===== config.mk =====
export PLATFORM = sky130hd
export DESIGN_NAME = instr_encoder
export DESIGN_NICKNAME = d
export VERILOG_FILES = /design/src/rtl/nic8_pkg.sv /design/src/rtl/instr_fifo.sv /design/src/rtl/instr_encoder.sv
export SDC_FILE = /design/constraint.sdc
export NUM_CORES = 1
export LEC_CHECK = 0
export BUFFER_PORTS_ARGS = -buffer_cell sky130_fd_sc_hd__buf_2
export CORE_MARGIN = 4
export CORE_UTILIZATION = 58
export DETAILED_ROUTE_END_ITERATION = 12
export GPL_TIMING_DRIVEN = 0
export PLACE_DENSITY = 0.79
export REMOVE_ABC_BUFFERS = 1
export SLEW_MARGIN = 20
export SYNTH_ARGS = -nofsm -noshare
export SYNTH_HDL_FRONTEND = slang
export SYNTH_HIERARCHICAL = 1
export SYNTH_SLANG_ARGS = --single-unit

===== constraint.sdc =====
create_clock -name clk -period 3.7 [get_ports clk]
set_clock_uncertainty 0.15 [all_clocks]
set_input_delay 0.555 -clock clk [delete_from_list [all_inputs] [get_ports clk]]
set_output_delay 0.555 -clock clk [all_outputs]
set_load 0.005 [all_outputs]

===== src/rtl/nic8_pkg.sv =====
// nic8 instruction byte format {cond[1], cond[0], source[1:0], dest[2:0], indexed}, shared with the control decoder.
// Holds the field codes, bit positions, the byte encoder and the emitter state type.
package nic8_pkg;

  localparam logic [1:0] SRC_M = 2'd0;
  localparam logic [1:0] SRC_E = 2'd1;
  localparam logic [1:0] SRC_A = 2'd2;
  localparam logic [1:0] SRC_X = 2'd3;

  localparam logic [2:0] DST_IR      = 3'd0;
  localparam logic [2:0] DST_PC      = 3'd1;
  localparam logic [2:0] DST_A       = 3'd2;
  localparam logic [2:0] DST_X       = 3'd3;
  localparam logic [2:0] DST_B       = 3'd4;
  localparam logic [2:0] DST_MEM     = 3'd5;
  localparam logic [2:0] DST_Q       = 3'd6;
  localparam logic [2:0] DST_ILLEGAL = 3'd7;

  localparam int IR_COND_HI = 7;
  localparam int IR_COND_LO = 6;
  localparam int IR_SRC_HI  = 5;
  localparam int IR_SRC_LO  = 4;
  localparam int IR_DST_HI  = 3;
  localparam int IR_DST_LO  = 1;
  localparam int IR_IDX     = 0;

  typedef enum logic [1:0] {
    IDLE   = 2'd0,
    OPCODE = 2'd1,
    IMM    = 2'd2
  } emitState_t;

  // irHi is ir[7:1]; ir[0] is recovered as ~hasImm.
  typedef struct packed {
    logic [7:0] imm;
    logic [6:0] irHi;
    logic       hasImm;
  } fifoEntry_t;

  function automatic logic [7:0] encode_ir(
    input logic [1:0] cond,
    input logic [1:0] source,
    input logic [2:0] dest,
    input logic       indexed
  );
    logic [7:0] ir;
    ir = '0;
    ir[IR_COND_HI:IR_COND_LO] = cond;
    ir[IR_SRC_HI:IR_SRC_LO]   = source;
    ir[IR_DST_HI:IR_DST_LO]   = dest;
    ir[IR_IDX]                = indexed;
    return ir;
  endfunction

endpackage


===== src/rtl/instr_fifo.sv =====
// Show-ahead synchronous request FIFO: head visible combinationally, push/pop take effect on the next edge.
// A push while full is only taken when a pop happens in the same cycle; a pop while empty is ignored.
module instr_fifo #(
  parameter int DEPTH = 4,
  parameter int WIDTH = 16
) (
  input  logic                   clk,
  input  logic                   reset_n,
  input  logic                   push,
  input  logic [WIDTH-1:0]       pushData,
  input  logic                   pop,
  output logic [WIDTH-1:0]       headData,
  output logic                   full,
  output logic                   empty,
  output logic [$clog2(DEPTH):0] count
);

  localparam int AW = $clog2(DEPTH);
  localparam logic [AW:0] FULL_COUNT = (AW+1)'(DEPTH);

  logic [WIDTH-1:0] mem [DEPTH];
  logic [AW-1:0]    wrPtr;
  logic [AW-1:0]    rdPtr;
  logic             doPush;
  logic             doPop;

  assign empty    = (count == '0);
  assign full     = (count == FULL_COUNT);
  assign doPop    = pop && !empty;
  assign doPush   = push && (!full || doPop);
  assign headData = mem[rdPtr];

  always_ff @(posedge clk) begin
    if (doPush) mem[wrPtr] <= pushData;
  end

  // DEPTH is a power of two, so the pointers wrap on their own.
  always_ff @(posedge clk or negedge reset_n) begin
    if (!reset_n) begin
      wrPtr <= '0;
      rdPtr <= '0;
      count <= '0;
    end else begin
      if (doPush) wrPtr <= wrPtr + 1'b1;
      if (doPop)  rdPtr <= rdPtr + 1'b1;
      case ({doPush, doPop})
        2'b10:   count <= count + 1'b1;
        2'b01:   count <= count - 1'b1;
        default: count <= count;
      endcase
    end
  end

endmodule


===== src/rtl/instr_encoder.sv =====
// Encodes nic8 requests into opcode(+immediate) bytes written to program RAM; opcode lands 2 edges after accept, then 1 byte/cycle.
// req_ready is low while the request FIFO is full; illegal-dest requests are accepted and dropped.
module instr_encoder
  import nic8_pkg::*;
#(
  parameter int ADDR_W = 8,
  parameter int DEPTH  = 4
) (
  input  logic              clk,
  input  logic              reset_n,
  input  logic              load,
  input  logic [ADDR_W-1:0] load_addr,
  input  logic              req_valid,
  output logic              req_ready,
  input  logic [1:0]        req_cond,
  input  logic [1:0]        req_source,
  input  logic [2:0]        req_dest,
  input  logic              req_indexed,
  input  logic [7:0]        req_imm,
  output logic              wr_en,
  output logic [ADDR_W-1:0] wr_addr,
  output logic [7:0]        wr_data,
  output logic              busy,
  output logic              err,
  output logic              wrapped
);

  localparam int CNT_W = $clog2(DEPTH) + 1;
  localparam logic [CNT_W-1:0] DEPTH_CNT = CNT_W'(DEPTH);

  logic             accept;
  logic             illegalDest;
  logic             pushReq;
  logic [7:0]       reqIr;
  fifoEntry_t       pushEntry;
  fifoEntry_t       headEntry;
  logic             fifoFull;
  logic             fifoEmpty;
  logic [CNT_W-1:0] fifoCount;
  logic             pop;

  emitState_t       state;
  logic [ADDR_W-1:0] ptr;
  logic [7:0]       holdIr;
  logic [7:0]       holdImm;
  logic             holdHasImm;
  logic             emitting;
  logic [7:0]       emitByte;

  assign req_ready   = (fifoCount < DEPTH_CNT);
  assign accept      = req_valid && req_ready;
  assign illegalDest = (req_dest == DST_ILLEGAL);
  assign pushReq     = accept && !illegalDest && !fifoFull;
  assign reqIr       = encode_ir(req_cond, req_source, req_dest, req_indexed);
  assign pushEntry   = '{imm: req_imm, irHi: reqIr[7:1], hasImm: ~reqIr[IR_IDX]};

  instr_fifo #(
    .DEPTH (DEPTH),
    .WIDTH ($bits(fifoEntry_t))
  ) u_fifo (
    .clk      (clk),
    .reset_n  (reset_n),
    .push     (pushReq),
    .pushData (pushEntry),
    .pop      (pop),
    .headData (headEntry),
    .full     (fifoFull),
    .empty    (fifoEmpty),
    .count    (fifoCount)
  );

  // The next entry is pulled in the same cycle the last byte of the current one goes out.
  always_comb begin
    pop = 1'b0;
    if (!fifoEmpty) begin
      case (state)
        IDLE:    pop = 1'b1;
        OPCODE:  pop = !holdHasImm;
        IMM:     pop = 1'b1;
        default: pop = 1'b0;
      endcase
    end
  end

  assign busy     = !fifoEmpty || (state != IDLE);
  assign emitting = (state == OPCODE) || (state == IMM);
  assign emitByte = (state == IMM) ? holdImm : holdIr;

  always_ff @(posedge clk or negedge reset_n) begin
    if (!reset_n) begin
      state      <= IDLE;
      ptr        <= '0;
      holdIr     <= '0;
      holdImm    <= '0;
      holdHasImm <= 1'b0;
      wr_en      <= 1'b0;
      wr_addr    <= '0;
      wr_data    <= '0;
      err        <= 1'b0;
      wrapped    <= 1'b0;
    end else begin
      wr_en <= 1'b0;

      if (accept && illegalDest) err <= 1'b1;

      // Loads only land while fully idle, so they never race a pointer increment.
      if (load && !busy) ptr <= load_addr;

      if (emitting) begin
        wr_en   <= 1'b1;
        wr_addr <= ptr;
        wr_data <= emitByte;
        ptr     <= ptr + 1'b1;
        if (&ptr) wrapped <= 1'b1;
      end

      if (pop) begin
        holdIr     <= {headEntry.irHi, ~headEntry.hasImm};
        holdImm    <= headEntry.imm;
        holdHasImm <= headEntry.hasImm;
      end

      case (state)
        IDLE: begin
          if (pop) state <= OPCODE;
        end
        OPCODE: begin
          if (holdHasImm)  state <= IMM;
          else if (!pop)   state <= IDLE;
        end
        IMM: begin
          state <= pop ? OPCODE : IDLE;
        end
        default: state <= IDLE;
      endcase
    end
  end

endmodule

# Word-level counts from Yosys, hierarchy flattened
# Memory sizes are Yosys's and may differ from the RTL's.
# Cells that the tools add are included.
# totals
output_inout_bits	21
word_cells	67
n_memories	1
ram_bits	64
regBits	53
input_bits	28
# memory_table
memory	depth	width	read_ports	rd_ports_with_merged_regs	write_ports	line	source
u_fifo.mem	4	16	1	0	1	instr_fifo.sv:21	logic [WIDTH-1:0] mem [DEPTH];
# classes
bitwise	2
reduce_logical	23
n_mux	14
order_cmp	1
n_eq_ne	8
n_addsub	5
# ops
cell	count
$mux 8	3
$reduce_and 9->1	1
$add 8x1->8 const B	1
$logic_and 1x1->1	7
$eq 3x3->1 const B	2
$mux 2	3
$pmux 2 s3	1
$pmux 3 s2	1
$reduce_bool 2->1	3
$logic_not 1->1	5
$mux 1	5
$add 2x1->2 const B	2
$eq 2x1->1 const B	2
$eq 2x2->1 const B	2
$add 3x1->3 const B	1
$logic_not 3->1	1
$logic_or 1x1->1	3
$lt 3x3->1 const B	1
$ne 3x3->1 const B	1
$sub 3x1->3 const B	1
$logic_not 2->1	1
$ne 2x2->1 const B	1
$not 1->1	2
$pmux 1 s2	1
other kinds (2)	2

# Longest topological paths before layout
# Gate-level depths: netlist of the first run.
# depth
ltp_word	9
ltp_mapped	14
ltp_nobuf	12

# By module
# The synthesis of the first run kept the hierarchy.
# by_module_without_submodules
module	cells_each	area_each_um2	instances	seq_area_each_um2
instr_fifo	122	2741.4	1	2097.0
instr_encoder	180	2172.1	1	1151.1

# Least setup slack after synthesis of the first run
# Ideal clock, no wire load.
# synth_path
kind	register to register
startpoint	register state[0]
endpoint	register u_fifo.count[2]
arrival_ns	2.605
n_path_buf	3
stages_incl_launch_ff	15
setup_time_ns	0.079
setup_slack_ns	0.866
required_ns	3.471
path_cell_list	dfrtp_1 -> inv_1 -> ha_1 -> buf_6 -> o31a_1 -> buf_6 -> buf_12 -> o21a_4 -> inv_1 -> ha_1 -> inv_1 -> fa_1 -> xor2_1 -> nor2_1 -> xor2_1
# synth_via
elab_chain_len	9
elab_cells_between_ends	13
classes_between	eq/ne: 4; mux: 3; reduce/logical: 6
# synth_lines
element	line	source
start, declared	instr_encoder.sv:42	emitState_t state;
start signal, assigned	instr_encoder.sv:132	state <= pop ? OPCODE : IDLE;
$eq 2x2->1 or $logic_not 2->1 (tied branches)	instr_encoder.sv:76	case (state)
$reduce_or 2->1 (no source line)	--	
$pmux 1 s2 *	instr_encoder.sv:76	
$mux 1 *	instr_encoder.sv:75	if (!fifoEmpty) begin
via pop	instr_encoder.sv:40	logic pop;
$logic_and 1x1->1 *	instr_fifo.sv:29	assign doPop = pop && !empty;
$logic_or 1x1->1	instr_fifo.sv:30	assign doPush = push && (!full || doPop);
$logic_and 1x1->1	instr_fifo.sv:30	
$eq 2x1->1 or $eq 2x2->1 (tied branches)	instr_fifo.sv:46	case ({doPush, doPop})
$pmux 3 s2 or $reduce_bool 2->1 (tied branches)	--	
end signal, assigned	instr_fifo.sv:47	2'b10: count <= count + 1'b1;
end signal, assigned	instr_fifo.sv:48	2'b01: count <= count - 1'b1;
end signal, assigned	instr_fifo.sv:49	default: count <= count;
end, declared	instr_fifo.sv:15	output logic [$clog2(DEPTH):0] count
# Mark *: on every way through the listed nets, which the timed path passes. The rest lies on a longest branch.
# A chain may end at the register's enable or synchronous reset.

# Worst setup path in the final report of the first run
# layout_path
startpoint	register state[0]
endpoint	register u_fifo.count[2]
# layout_via
elab_chain_len	9
elab_cells_between_ends	13
classes_between	eq/ne: 4; mux: 3; reduce/logical: 6
# layout_lines
element	line	source
$eq 2x2->1 or $logic_not 2->1 (tied branches)	instr_encoder.sv:76	
$reduce_or 2->1 (no source line)	--	
$pmux 1 s2 *	instr_encoder.sv:76	
$mux 1 *	instr_encoder.sv:75	
$logic_and 1x1->1 *	instr_fifo.sv:29	
via u_fifo.doPop	instr_fifo.sv:25	logic doPop;
$logic_or 1x1->1	instr_fifo.sv:30	
$logic_and 1x1->1	instr_fifo.sv:30	
$eq 2x1->1 or $eq 2x2->1 (tied branches)	instr_fifo.sv:46	
$pmux 3 s2 or $reduce_bool 2->1 (tied branches)	--	
# Marks and branches as above.

==> run summary, run 1 <==
Status -> finished clean
Port Buffers -> 48
Diode count -> 0
Total core area -> 0.008217 sq mm
Syn Std Cell Area -> 0.004913 sq mm
Post-DRT Antenna Nets -> 0
WS Path Type -> reg -> reg
Detailed-route via count -> 2734
Initial antenna violation count -> 0
DRC viols -> 0
Die area -> 0.01001 sq mm
Syn Inst Count -> 302
Crit-path max FO -> 20
Gates resized, CTS repair -> 0
Routed vias/inst -> 5.780
Initial Util -> 59.80%
Top delay family on crit path -> adder cells
Mapped Avg Cell Area -> 16.27 sq um
Clock sink total -> 117
Fin nets -> 394
HPWL Detailed -> 5268 um
Worst Tran Pin Value -> 0.8815 ns
Layout Utilization -> 70.47%
Fin. Hold Viols -> 0
WL final -> 9110 um
Share of cells above drive strength 1 -> 35.60%
Die Ht -> 100.0 um
Clock Latency Late Sink -> 0.51 ns
Slew headroom -> 41.23%
Met2 Use GR -> 33.45%
CTS tree -> yes
Vias in the first global route -> 2868
Met1 usage -> 25.27%
Row Count -> 33
Count of cell types in the netlist -> 41
GR Util met3 -> 7.297%
Dpl ws -> 0.3272 ns
Global-route wire length before repair -> 14970 um
CP Capture Type -> flop
GRT Overall Usage -> 20.24%
Pwr per Cell Area -> 949.2 mW/mm^2
Setup Viol. Count Final -> 0
CP required -> 3.99 ns
Critical Path, Cell by Cell -> inv_1, ha_1, o31a_2, o31a_2, ha_1, inv_1, fa_1, xor2_1, nor2_1, xor2_1
Crit-path slowest cell -> o31a_2
Cell area after layout -> 0.005791 sq mm
Hold Crit Class -> in -> reg
Clock root buffer -> clkbuf_8
Layout overhead on the synthesized area -> 17.85%
Largest net degree at the start of global routing -> 54
Crit path buf inv count -> 2
Num CTS Buffers -> 17
Critical Path Max Stage Delay -> 0.66 ns
Startpoint types -> flop
Highest Clock Rate -> 300.6 MHz
GRT Max-Usage Layer -> met2
Die width -> 100.0 um
Leak -> 2.270 nW
Final Non-Filler Cells -> 473
Worst-path clk slew -> 0.06 ns
Avg WL per Cell -> 19.26 um
Most frequent cells in the layout -> 64 x edfxtp_1, 52 x dfrtp_1, 47 x buf_2
Dpl cells -> 440
Drt pass-1 iters -> 5
CTS Buffer Depth -> 2
Post-synth top area share -> 39.11%
Slew Limit Fails -> 0
Worst EP arrival -> 3.62 ns
Crit path setup slack, layout -> 0.3730 ns
Peak supply drop -> 0.4467 mV
Register area share after synthesis -> 66.11%
RSZ-0062 raised after global routing -> false
Detailed router's first-iteration violation count -> 171
RD Place Congestion -> 0.7963
Flops & latches, synth -> 117
Commonest non-fill, non-tap cell in the layout -> edfxtp_1
Fin crit period -> 3.327 ns
Max cap viols -> 0
DP Area -> 0.005191 sq mm
Synth Warn # -> 6
Fin crit share -> 89.92%
Grt ovf -> 0
Top cell type by total area after synthesis -> edfxtp_1
Ranking of synthesized cells by area -> edfxtp_1 39%, dfrtp_1 27%, mux4_2 7.3%
CTS H-Tree Depth -> 4
Io pins -> 49
-- stage by stage --
stage          setup TNS (ns)  hold WS [ns]  power, mW
6_report                    0       0.09832      5.496
5_1_grt                     0       0.08313      5.829
4_1_cts                     0       0.07589      5.551
3_5_place_dp                0        0.3088      3.893
3_3_place_gp         -0.03356        0.2982      3.796
2_1_floorplan               0        0.1094      3.392
-- metal layers --
metal | vias up | share of wire, %
met5 | - | 0
met4 | 0 | 0.98
met3 | 10 | 5.7
met2 | 71 | 52
met1 | 1427 | 42
li1 | 1226 | -
-- flip-flops by register name (all words and copies together), names as in the netlist --
name and flops:
wr_addr 8, u_fifo/wrPtr 2, holdIr 8, u_fifo/count 3, err 1, wr_data 8, u_fifo/mem 64, holdHasImm 1
u_fifo/rdPtr 2, wrapped 1, holdImm 8, state 2, wr_en 1, ptr 8
-- synthesized netlist by cell type, drive strengths merged --
| library cell | n |
|---|---|
| a211oi | 7 |
| a2bb2oi | 1 |
| o21ai | 1 |
| o221ai | 1 |
| nor3 | 2 |
| o21bai | 2 |
| dfrtp | 53 |
| a21oi | 17 |
| nand4 | 3 |
| clkbuf | 6 |
| a41o | 1 |
| nor2b | 1 |
| and3 | 3 |
| o31a | 2 |
| o21a | 1 |
| xor2 | 5 |
| nor2 | 14 |
| buf | 9 |
| nand2 | 8 |
| or3b | 1 |
| xnor2 | 7 |
| nand3 | 3 |
| inv | 12 |
| mux4 | 16 |
| fa | 1 |
| o31ai | 1 |
| and2 | 9 |
| o32ai | 1 |
| nand2b | 2 |
| mux2 | 26 |
| ha | 10 |
| edfxtp | 64 |
| nor3b | 1 |
| nand3b | 1 |
| mux2i | 10 |
-- path summary, 6_finish.rpt --
path                       startpoint           endpoint  slack, ns  cells past startpoint
setup / recovery             state[0]    u_fifo/count[2]       0.37                     10
max in group asynchronous     reset_n    u_fifo/rdPtr[0]       2.42                      2
hold / removal             req_imm[7]  u_fifo/mem[3][15]        0.1                      1
min in group asynchronous     reset_n         wr_addr[2]       0.48                      2
hold reg to reg                   err                err       0.32                      1
setup reg to reg             state[0]    u_fifo/count[2]       0.37                     10
-- final cells by class --
cell class | instances | area, sq um
flip-flops and latches | 117 | 3249
well taps | 105 | 131.4
repair buffers | 49 | 252.7
clock inverters | 13 | 156.4
inverters | 12 | 45.04
clock buffers | 19 | 431.7
fillers | 537 | 2426
multi-input cells | 158 | 1524
-- cell families (layout without fill, tap and decap cells) --
| family | Yosys count | after routing | share of synthesized area, % |
|---|---|---|---|
| DFF | 117 | 117 | 66.11 |
| buffers and inverters | 27 | 93 | 2.954 |
| muxes | 52 | 52 | 15.94 |
| adders and majority gates | 11 | 11 | 2.954 |
| and+or+nand+nor | 48 | 48 | 5.119 |
| AOI/OAI and AO/OA | 35 | 35 | 4.787 |
| xor gates and xnor gates | 12 | 12 | 2.139 |
-- worst register-to-register path: cells and delay by family, from the launching register on --
kind	cells	cell delay [ns]
fa+ha+maj	3	1.15
compound gates	2	0.96
flops	1	0.41
xor+xnor	2	0.29
buf+inv	2	0.18
simple gates	1	0.11
-- power breakdown --
part | internal, mW | switching [mW]
registers | 1.79 | 0.344
logic | 0.939 | 0.811
clock network | 1.04 | 0.571
total | 3.77 | 1.73
-- repair_timing --
item	4_1_cts	5_1_grt
hold buffers	1	0
setup buffers	0	0
endpoints found under the hold margin	53	0
Power figures use the tool's default switching activity.
==> run 2, diff against run 1 <==
--- a/config.mk
+++ b/config.mk
@@ -8,8 +8,8 @@
 export BUFFER_PORTS_ARGS = -buffer_cell sky130_fd_sc_hd__buf_2
 export CORE_MARGIN = 4
-export CORE_UTILIZATION = 58
+export CORE_UTILIZATION = 53
 export DETAILED_ROUTE_END_ITERATION = 12
 export GPL_TIMING_DRIVEN = 0
-export PLACE_DENSITY = 0.79
+export PLACE_DENSITY = 0.76
 export REMOVE_ABC_BUFFERS = 1
 export SLEW_MARGIN = 20
==> constraint.sdc (replaced) <==
create_clock -name clk -period 2.87 [get_ports clk]
set_clock_uncertainty 0.15 [all_clocks]
set_input_delay 0.4305 -clock clk [delete_from_list [all_inputs] [get_ports clk]]
set_output_delay 0.4305 -clock clk [all_outputs]
set_load 0.02 [all_outputs]
==> run 2 against run 1 <==
Hold slack got worse by 0.058 ns; total power up 29%; non-clock buffer count grew 18; clock power increased by 14%; design area up 2.6%; via count rose by 0.18%; register-to-register slack got worse by 0.22 ns; sequential share of layout area decreased by 1.4 points; maximum frequency rose by 22%; clock-buffer cell count grew 1; largest cell class unchanged.
==> run summary, run 2 (synthesis gave the netlist of run 1 again) <==
Minimum hold slack -> 0.04026 ns (-0.05806 ns)
Sequential standard cell area -> 0.003249 sq mm (unchanged)
CTS H-Tree Depth -> 4 (unchanged)
Max cap viols -> 0 (unchanged)
Routed vias/inst -> 5.533 (-4.3%)
Detailed-route via count -> 2739 (+0.18%)
CP Capture Type -> flop
Global-route wire length before repair -> 15190 um (+1.5%)
RD Place Congestion -> 0.7923 (-0.50%)
Most frequent cells in the layout -> 64 x edfxtp_1, 52 x dfrtp_1, 47 x buf_2
WL final -> 9070 um (-0.44%)
Startpoint types -> flop
Worst Tran Pin Value -> 0.8165 ns (-0.06508 ns)
Peak supply drop -> 0.7364 mV (+65%)
Detailed router's first-iteration violation count -> 115 (-33%)
Avg WL per Cell -> 18.32 um (-4.9%)
Total core area -> 0.008891 sq mm (+8.2%)
Clock sink total -> 117 (unchanged)
Drt pass-1 iters -> 4 (-1)
Layout Utilization -> 66.83% (-3.6 points)
Fill cell count -> 600 (+12%)
Post-DRT Antenna Nets -> 0 (unchanged)
Fin crit period -> 2.718 ns (-0.6094 ns)
Num CTS Buffers -> 17 (unchanged)
Die width -> 104.3 um (+4.2%)
Slew Limit Fails -> 0 (unchanged)
Max reg flops -> 64 (unchanged)
Internal -> 4.698 mW (+25%)
Status -> finished clean
Hold Crit Class -> in -> reg
GRT Max-Usage Layer -> met2
Area of the multi-input gates -> 0.001567 sq mm (+2.8%)
Worst-path clk slew -> 0.06 ns (about the same)
Leak -> 2.317 nW (+2.1%)
Largest net degree at the start of global routing -> 54 (unchanged)
Total design power -> 7.093 mW (+29%)
HPWL Detailed -> 5116 um (-2.9%)
Highest Clock Rate -> 368.0 MHz (+22%)
Diode count -> 0 (unchanged)
Setup Viol. Count Final -> 0 (unchanged)
Fin. Hold Viols -> 0 (unchanged)
Commonest non-fill, non-tap cell in the layout -> edfxtp_1
Sw Share -> 33.77% (+2.4 points)
CP required -> 3.16 ns (-0.83 ns)
DRC viols -> 0 (unchanged)
Slew headroom -> 45.57% (+4.3 points)
Die area -> 0.01088 sq mm (+8.7%)
CTS tree -> yes
Initial Util -> 55.26% (-4.5 points)
Pwr per Cell Area -> 1194 mW/mm^2 (+26%)
Port Buffers -> 48 (unchanged)
Register with the most flip-flops -> u_fifo/mem
Layout overhead on the synthesized area -> 20.93%
Crit-path max FO -> 8 (-60%)
GR Util met3 -> 5.462% (-1.8 points)
Fin crit share -> 94.69% (+4.8 points)
Row Count -> 34 (+3.0%)
Grt ovf -> 0 (unchanged)
Fin nets -> 413 (+4.8%)
GRT Overall Usage -> 18.45% (-1.8 points)
Clock Latency Late Sink -> 0.51 ns (about the same)
Io pins -> 49 (unchanged)
Worst EP arrival -> 3.01 ns (-0.61 ns)
Clock root buffer -> clkbuf_8
Seq pwr share -> 38.6% (-0.3 points)
Share of cells above drive strength 1 -> 35.66% (+0.061 points)
Initial antenna violation count -> 0 (unchanged)
CTS Buffer Depth -> 2 (unchanged)
Die Ht -> 104.3 um (+4.2%)
Met1 usage -> 23.18% (-2.1 points)
WS Path Type -> reg -> reg
Clk pwr share -> 25.7% (-3.6 points)
Met2 Use GR -> 30.07% (-3.4 points)
Vias in the first global route -> 2871 (+0.10%)
Combinational share of power -> 35.6% (+3.8 points)
P_sw -> 2.395 mW (+39%)
-- run 2: stage by stage --
| step | worst slack [ns] | instances | cell area [sq um] | setup TNS, ns |
|---|---|---|---|---|
| after floorplan | -0.2710 | 287 | 4813 | -0.3610 |
| after global placement | -0.8382 | 443 | 5189 | -37.21 |
| after detailed placement | -0.9234 | 443 | 5194 | -39.70 |
| after CTS | 0.05159 | 494 | 5911 | 0 |
| after global routing | -0.02664 | 495 | 5942 | -0.02664 |
| final | 0.1523 | 495 | 5942 | 0 |
-- run 2: routing by layer --
| layer | share of wire (%) | up-vias |
|---|---|---|
| li1 | - | 1278 |
| met1 | 42 | 1377 |
| met2 | 51 | 73 |
| met3 | 5.2 | 11 |
| met4 | 1.5 | 0 |
| met5 | 0 | - |
-- run 2: layout make-up --
cell class,instances,share of cell area [%]
Timing Repair Buffer,67,7.159
Clock inverter,12,1.432
Tap cell,108,2.274
Sequential cell,117,54.69
Clock buffer,20,7.328
Inverter,12,0.7581
Multi-Input combinational cell,159,26.36
-- run 2: worst paths after layout --
kind | depth (start not counted) | to | from | slack (ns)
max | 11 | u_fifo/count[2] | state[0] | 0.15
min | 3 | err | req_valid | 0.04
max reg2reg | 11 | u_fifo/count[2] | state[0] | 0.15
min reg2reg | 1 | err | err | 0.32
max in group asynchronous | 2 | u_fifo/rdPtr[0] | reset_n | 1.73
min in group asynchronous | 2 | ptr[0] | reset_n | 0.35
-- run 2: what timing repair did --
| action | 4_1_cts | 5_1_grt |
|---|---|---|
| hold endpoints to repair | 113 | 0 |
| cloned | 1 | 0 |
| buffers inserted | 2 | 1 |
| pin swaps | 1 | 3 |
| resized for setup | 3 | 5 |
| hold buffers | 16 | 0 |
| setup endpoints to repair | 79 | 1 |
-- run 2: power groups by stage --
stage	combinational [mW]	clock, mW	sequential (mW)
global route	2.78	1.96	2.82
global placement	2.32	0	2.73
floorplan	1.74	0	2.79
finish	2.53	1.83	2.74
detailed placement	2.40	0	2.76
CTS	2.54	1.86	2.74
-- run 2: worst max-delay path, stage by stage (launching register included) --
cell	delay, ns
dfrtp_1	0.41
inv_1	0.13
ha_2	0.26
o31a_4	0.39
o21a_4	0.23
inv_1	0.06
ha_2	0.18
inv_1	0.05
fa_1	0.37
xor2_1	0.15
nor2_1	0.13
xor2_1	0.14
==> run 3, diff against run 2 <==
- PLACE_DENSITY: 0.76 -> 0.82
- SKIP_CTS_REPAIR_TIMING: default -> 1
==> run 3 against run 2 <==
Worst setup slack lost 0.051 ns; clock power up 7%; maximum frequency is 1.8% lower; first-iteration DRC count increased by 14%; combinational power increased by 2%; flip-flop and latch count unchanged; sequential power hardly changed; non-clock buffer count up 1; largest cell class unchanged.
==> run summary, run 3 (synthesis gave the netlist of run 1 again) <==
Status -> finished clean
Highest Clock Rate -> 361.2 MHz (-1.8%)
Critical Path Max Stage Delay -> 0.40 ns (about the same)
Max reg flops -> 64 (unchanged)
Hold Crit Class -> in -> reg
Die width -> 104.3 um (unchanged)
Diode count -> 0 (unchanged)
Register with the most flip-flops -> u_fifo/mem
Startpoint types -> flop
Commonest non-fill, non-tap cell in the layout -> edfxtp_1
Leak -> 2.341 nW (+1.0%)
CTS tree -> yes
Crit-path max FO -> 5 (-3)
Met2 Use GR -> 29.94% (-0.14 points)
CTS H-Tree Depth -> 4 (unchanged)
Met1 usage -> 19.92% (-3.3 points)
Initial antenna violation count -> 0 (unchanged)
Minimum hold slack -> 0.04294 ns (+0.002685 ns)
GR Util met3 -> 5.897% (+0.43 points)
Worst reg2reg path depth -> 12 (+1)
Avg WL per Cell -> 18.72 um (+2.2%)
Initial Util -> 55.26% (unchanged)
Internal -> 4.801 mW (+2.2%)
Post-DRT Antenna Nets -> 0 (unchanged)
Worst hold stages -> 3 (unchanged)
CTS Buffer Depth -> 2 (unchanged)
Die Ht -> 104.3 um (unchanged)
Fin nets -> 414 (+0.24%)
Clock Latency Late Sink -> 0.51 ns (about the same)
Sw Share -> 33.95% (+0.18 points)
Clock sink total -> 117 (unchanged)
Detailed router's first-iteration violation count -> 131 (+14%)
CP required -> 3.16 ns (about the same)
WP depth -> 12 (+1)
Pwr per Cell Area -> 1217 mW/mm^2 (+1.9%)
Num CTS Buffers -> 17 (unchanged)
CP Capture Type -> flop
Die area -> 0.01088 sq mm (unchanged)
Io pins -> 49 (unchanged)
Grt ovf -> 0 (unchanged)
Layout Utilization -> 67.18% (+0.35 points)
RD Place Congestion -> 0.7996 (+0.92%)
Critical Path, Cell by Cell -> inv_2, ha_1, nor2b_2, o31a_4, o21a_4, inv_1, ha_2, inv_1, fa_1, xor2_1, nor2_1, xor2_1
Port Buffers -> 48 (unchanged)
Fin. Hold Viols -> 0 (unchanged)
RR Startpoint -> state[1]
WS Path Type -> reg -> reg
FF-to-FF setup slack -> 0.10 ns (-0.05 ns)
Peak supply drop -> 0.5906 mV (-20%)
Largest net degree at the start of global routing -> 54 (unchanged)
Crit path buf inv count -> 3 (unchanged)
Max cap viols -> 0 (unchanged)
Crit-path slowest cell -> dfrtp_1
Most frequent cells in the layout -> 64 x edfxtp_1, 52 x dfrtp_1, 47 x buf_2
Layout overhead on the synthesized area -> 21.57%
Fin crit period -> 2.768 ns (+0.05081 ns)
Top delay family on crit path -> adder cells
HPWL Detailed -> 5213 um (+1.9%)
Setup Viol. Count Final -> 0 (unchanged)
Hold path endpoint -> err
P_sw -> 2.468 mW (+3.0%)
Hold Crit Start -> req_valid
Detailed-route via count -> 2725 (-0.51%)
Clock root buffer -> clkbuf_8
Row Count -> 34 (unchanged)
GRT Max-Usage Layer -> met2
R2r endpoint -> u_fifo/count[2]
Seq pwr share -> 37.7% (-0.9 points)
WL final -> 9284 um (+2.4%)
Slew Limit Fails -> 0 (unchanged)
Fin crit share -> 96.46% (+1.8 points)
Slew headroom -> 44.73% (-0.84 points)
GRT Overall Usage -> 17.25% (-1.2 points)
Drt pass-1 iters -> 4 (unchanged)
DRC viols -> 0 (unchanged)
Share of cells above drive strength 1 -> 36.34% (+0.68 points)
Vias in the first global route -> 2840 (-1.1%)
Routed vias/inst -> 5.494 (-0.71%)
Worst EP arrival -> 3.06 ns (+0.05 ns)
Combinational share of power -> 35.4% (-0.2 points)
Total core area -> 0.008891 sq mm (unchanged)
Global-route wire length before repair -> 14370 um (-5.4%)
Worst-path clk slew -> 0.06 ns (about the same)
Clk pwr share -> 26.9% (+1.2 points)
Worst Tran Pin Value -> 0.8291 ns (+0.01264 ns)
[run 3: changes by cell type in the layout (fill, tap and decap cells not counted)]
cell        before  now
nor2_1          14   13
buf_4            4    5
ha_4             1    0
bufinv_16        0    1
nor2b_4          1    0
clkinv_4         3    5
nor2b_2          0    1
clkbuf_1         2    1
clkinvlp_4       4    2
nor2_2           0    1
clkinv_2         4    2
ha_2             2    3
inv_6            1    3
[run 3: cell type report]
type                    count  area [sq um]
multi-input cells         159          1554
clock inverters            13         125.1
repair buffers             68         432.9
inverters                  12         45.04
well taps                 108         135.1
clock buffers              19         431.7
fillers                   613          2918
flip-flops and latches    117          3249
[run 3: worst max path at each step]
stage	slack (ns)	end	startpoint
3_5_place_dp	-0.89	u_fifo/count[2]	state[0]
4_1_cts	-0.92	u_fifo/count[2]	state[0]
5_1_grt	-0.02	u_fifo/count[2]	state[1]
2_1_floorplan	-0.27	u_fifo/count[2]	state[0]
6_report	0.10	u_fifo/count[2]	state[1]
3_3_place_gp	-0.81	u_fifo/count[2]	state[0]
[run 3: per-stage QoR]
| stage | setup WS (ns) | instance area [sq um] | TNS, ns | instances | power [mW] |
|---|---|---|---|---|---|
| global route | -0.02034 | 5973 | -0.02034 | 496 | 7.694 |
| detailed placement | -0.8862 | 5195 | -38.62 | 443 | 5.177 |
| floorplan | -0.2710 | 4813 | -0.3610 | 287 | 4.525 |
| CTS | -0.9161 | 5752 | -41.17 | 475 | 7.184 |
| global placement | -0.8062 | 5189 | -35.80 | 443 | 5.052 |
| finish | 0.1015 | 5973 | 0 | 496 | 7.268 |
[run 3: power by group through the flow]
stage	Combinational, mW	Clock [mW]	Sequential [mW]
2_1_floorplan	1.74	0	2.79
5_1_grt	2.81	2.07	2.81
3_5_place_dp	2.42	0	2.76
4_1_cts	2.46	1.98	2.74
3_3_place_gp	2.32	0	2.74
6_report	2.58	1.95	2.74
[run 3: worst reg2reg max path, delay by kind of cell, from the launching register on]
| kind | cells | cell delay, ns |
|---|---|---|
| buffers and inverters | 3 | 0.18 |
| AO/OA/AOI/OAI | 2 | 0.60 |
| adder cells (fa/ha/maj) | 3 | 0.76 |
| flip-flops | 1 | 0.40 |
| AND/OR/NAND/NOR | 2 | 0.32 |
| XOR/XNOR | 2 | 0.29 |
[run 3: per-layer routing]
layer / routed length (um) / vias up / share of wire, %
met3: 371 / 7 / 4.0
li1: - / 1275 / -
met2: 5086 / 57 / 55
met5: 0 / - / 0
met1: 3736 / 1386 / 40
met4: 89 / 0 / 0.96
